**src/rtl/mux_arbiter_rr.sv**
```systemverilog
// Two-requester round-robin burst arbiter feeding one registered output slot.
// A grant lasts until a last beat or MAX_BEATS beats, then the pointer flips.
module mux_arbiter_rr #(
  parameter int WIDTH     = 2,
  parameter int MAX_BEATS = 4
) (
  input  logic             clk,
  input  logic             rst_n,
  input  logic             req0_valid,
  input  logic [WIDTH-1:0] req0_data,
  input  logic             req0_last,
  output logic             req0_ready,
  input  logic             req1_valid,
  input  logic [WIDTH-1:0] req1_data,
  input  logic             req1_last,
  output logic             req1_ready,
  output logic             out_valid,
  output logic [WIDTH-1:0] out_data,
  output logic             out_sel,
  input  logic             out_ready
);

  localparam int CNT_W = $clog2(MAX_BEATS + 1);

  typedef enum logic [1:0] {IDLE, GNT0, GNT1} state_t;

  state_t           state;
  logic             ptr;
  logic [CNT_W-1:0] cnt;

  logic             out_free;
  logic             acc0;
  logic             acc1;
  logic             acc;
  logic             acc_last;
  logic [WIDTH-1:0] acc_data;
  logic             rel;

  // Ready depends only on registered state and the downstream handshake.
  assign out_free   = !out_valid || out_ready;
  assign req0_ready = (state == GNT0) && out_free;
  assign req1_ready = (state == GNT1) && out_free;

  assign acc0     = req0_valid && req0_ready;
  assign acc1     = req1_valid && req1_ready;
  assign acc      = acc0 || acc1;
  assign acc_last = acc1 ? req1_last : req0_last;
  assign acc_data = acc1 ? req1_data : req0_data;
  assign rel      = acc && (acc_last || (cnt == CNT_W'(MAX_BEATS - 1)));

  always_ff @(posedge clk) begin
    if (!rst_n) begin
      state     <= IDLE;
      ptr       <= 1'b0;
      cnt       <= '0;
      out_valid <= 1'b0;
      out_data  <= '0;
      out_sel   <= 1'b0;
    end else begin
      case (state)
        IDLE: begin
          if (req0_valid && req1_valid) state <= ptr ? GNT1 : GNT0;
          else if (req0_valid)          state <= GNT0;
          else if (req1_valid)          state <= GNT1;
        end
        GNT0, GNT1: begin
          if (rel) begin
            state <= IDLE;
            ptr   <= (state == GNT0);
            cnt   <= '0;
          end else if (acc) begin
            cnt <= cnt + CNT_W'(1);
          end
        end
        default: state <= IDLE;
      endcase

      // Output slot: a new beat overwrites a draining one in the same cycle.
      if (acc) begin
        out_valid <= 1'b1;
        out_data  <= acc_data;
        out_sel   <= acc1;
      end else if (out_valid && out_ready) begin
        out_valid <= 1'b0;
      end
    end
  end

endmodule

```
**config.mk**
```make
export PLATFORM = sky130hd
export DESIGN_NAME = mux_arbiter_rr
export DESIGN_NICKNAME = d
export VERILOG_FILES = /design/src/rtl/mux_arbiter_rr.sv
export SDC_FILE = /design/constraint.sdc
export NUM_CORES = 1
export LEC_CHECK = 0
export CELL_PAD_IN_SITES_DETAIL_PLACEMENT = 2
export CELL_PAD_IN_SITES_GLOBAL_PLACEMENT = 2
export CORE_MARGIN = 1.5
export CORE_UTILIZATION = 30
export CTS_BUF_LIST = sky130_fd_sc_hd__clkbuf_8
export CTS_CLUSTER_DIAMETER = 80
export DETAILED_ROUTE_END_ITERATION = 16
export PLACE_DENSITY = 0.95
export SLEW_MARGIN = 20
export SYNTH_ARGS = -nofsm -noshare
export SYNTH_HDL_FRONTEND = slang
export SYNTH_SLANG_ARGS = --single-unit
```
**constraint.sdc**
```tcl
create_clock -name clk -period 3.8 [get_ports clk]
set_input_delay 0.76 -clock clk [delete_from_list [all_inputs] [get_ports clk]]
set_output_delay 0.76 -clock clk [all_outputs]
set_load 0.03 [all_outputs]
```
==> impl_results.md <==
- TritonCTS clock tree: done
- HP Start: out_sel
- Setup crit end: req1_ready
- Kind of cell adding the most delay to the critical path: buffers and inverters
- Status: finished clean
- Clk_skew: 0.00247 ns
- Reg-to-reg endpoint: state[0]
- Setup bufs post-CTS: 0
- Ranking of synthesized cells by area: dfxtp_1 34%, ha_1 11%, mux2i_1 10%
- Reg2Reg Setup Slack: 1.95 ns
- # setup viols final: 0
- Input/output buffers: 16
- Post-synthesis cell type count: 22
- Vias in the first global route: 593
- CP Capture Type: output port
- Synth Cell Area: 581 µm²
- Hold crit path type: flip-flop to flip-flop
- Worst-margin pin slew: 0.506 ns
- Critical path type: primary input to output port
- Final #Nets: 99
- Static leakage: 0.351 nW
- Worst path arrival time: 2.35 ns
- Critical Path RT: 3.04 ns
- Share of cells above drive strength 1: 11.0%
- Ys Warns: 0
- WHS: 0.481 ns
- Die W: 47.0 µm
- Setup WS post-layout: 0.693 ns
- GPL Wtd Cong: 0.725
- Cell Chain, Critical Path: clkdlybuf4s50_1, or2b_2, and2_1, clkdlybuf4s50_1
- Final hold vios: 0
- Drt via density: 5.04
- Slew headroom: 65.9%
- Hold_buf cts: 0
- Non-filler cells in the finished layout: 107
- Largest net degree at the start of global routing: 13
- Final Max Tran Viols: 0
- Final Util: 46.6%
- 1st-pass router iterations: 2
- Setup tns final: 0 ns
- CTS clk-pin slew, worst paths: 0.05 ns
- Die height: 47.0 µm
- Std cell rows: 15
- Vias: 539
- Post-synthesis register bit count: 10
- Post-CTS sizing: 0
- Worst-path fanout max: 6
- Synthesized Nets: 79
- Drt total wl: 1700 µm
- Synth Instances: 63
- CP max stage delay: 0.59 ns
- Initial DRC count: 3
- TritonCTS Buffers: 3
- Max Cap Viol: 0
- Crit path from: out_ready
- Yosys top cell area share: 34.5%
- Worst path slowest cell: clkdlybuf4s50_1
- FMAX: 322 MHz
- Clock Sinks: 10
- Worst reg-to-reg path cell count: 7
- Pre-CTS WS: 0.696 ns
- Critical path depth in cells: 4
- Ant diodes: 0
- Die area: 2210 µm²
- Placed insts: 103
- Reg2reg start: state[0]
- Maximum vdd drop: 314 µV
- Layout area overhead: 41.6%
- Initial core utilization: 32.9%
- Total GRT Usage: 18.8%
- Final period util: 81.8%
- RSZ-0062 raised after global routing: no
- Post-synth top area cell: dfxtp_1
- Grt ovf: 0
- # IOs: 17
- DP HPWL: 1200 µm
- Wire per inst: 15.9 µm
- Startpoint Class: primary input
- Cell mode on critical path: clkdlybuf4s50_1
- Antenna-violating nets left: 0
- Buffers plus inverters on the worst setup path: 2
- Avg Inst Size Synth: 9.22 µm²
- Clock buffer depth: 2
- First-pass GRT wire length: 2700 µm
- Max H-tree Level: 1
- Power per cell area: 585 nW/µm²
- Post-synthesis sequential area ratio: 34.5%
- Worst-Skew Late Latency: 0.24 ns
- Filler instances: 219
- Clock Root Buffer: clkbuf_8
- # DRC: 0
- Final Critical Period: 3.11 ns
- Initial antenna violation count: 0
- Core ar.: 1760 µm²
worst reg2reg max path, cell delays in order, from the launching register on:
cell,delay [ns]
dfxtp_1,0.32
inv_1,0.08
ha_1,0.22
nand2_1,0.09
o21ai_0,0.43
nand3_1,0.17
a22oi_2,0.24
mux2i_1,0.22
flip-flops by register name (all words and copies together) (netlist names):
register / count
cnt: 3
out_data: 2
state: 2
out_sel: 1
out_valid: 1
ptr: 1
cell type report:
cell class                 instances  area (µm²)  area share (%)
multi-input combinational         48         360            43.8
timing repair buffer              16         160            19.5
sequential                        10         200            24.4
tap                               25        31.3            3.81
inverter                           4        15.0            1.83
clock buffer                       4        55.1            6.70
Yosys cell counts:
library cell,count
a21oi_2,1
ha_1,5
a21boi_0,1
or4_4,1
nand2_1,8
o211a_1,2
o21a_1,1
nor2b_4,1
nor2b_1,4
a22oi_1,2
mux2i_1,6
or2b_2,1
inv_1,4
nor2_1,2
nand4_1,2
o21ai_0,1
dfxtp_1,10
buf_2,1
nand3_1,5
and2_1,3
a22o_1,1
a22oi_2,1
placed cells by master, fill, tap and decap left out, types with 2 or more instances in the layout:
| master | n |
|---|---|
| inv_1 | 4 |
| nor2_1 | 2 |
| a22oi_1 | 2 |
| mux2i_1 | 6 |
| clkbuf_8 | 4 |
| and2_1 | 3 |
| ha_1 | 5 |
| nor2b_1 | 4 |
| nand2_1 | 8 |
| nand3_1 | 5 |
| dfxtp_1 | 10 |
| clkdlybuf4s50_1 | 16 |
| nand4_1 | 2 |
| o211a_1 | 2 |
metrics by stage:
step           area, µm²  power [mW]
2_1_floorplan        581       0.271
3_3_place_gp         767       0.333
3_5_place_dp         767       0.343
4_1_cts              822       0.487
5_1_grt              822       0.510
6_report             822       0.481
report_power, final:
part | total (mW) | internal [mW] | switching [mW]
logic | 0.209 | 0.0931 | 0.116
registers | 0.136 | 0.123 | 0.0121
clock network | 0.136 | 0.0913 | 0.0444
worst min-delay path by stage:
stage                     endpoint  slack, ns  cells past startpoint
after floorplan           state[1]       0.45                      2
after global placement     out_sel       0.47                      2
after detailed placement   out_sel       0.47                      2
after CTS                  out_sel       0.49                      2
after global routing       out_sel       0.52                      2
final                      out_sel       0.48                      2
kinds of logic (layout without fill, tap and decap cells):
kind of cell             Yosys count  after routing  share of synthesized area, %
flip-flops                        10             10                          34.5
adder cells (fa/ha/maj)            5              5                          10.8
multiplexers                       6              6                          10.3
AO/OA/AOI/OAI                     10             10                          14.7
buffers and inverters              5             24                          3.45
AND/OR/NAND/NOR                   27             27                          26.3
layer usage:
metal	track usage, %	share of wire (%)	vias to the layer above
met3	4.62	3.5	5
met2	30.4	49	17
met1	22.3	45	254
met4	11.7	2.9	0
li1	-	-	263
met5	0	0	-
No activity file was read; power rests on OpenSTA's default activity.
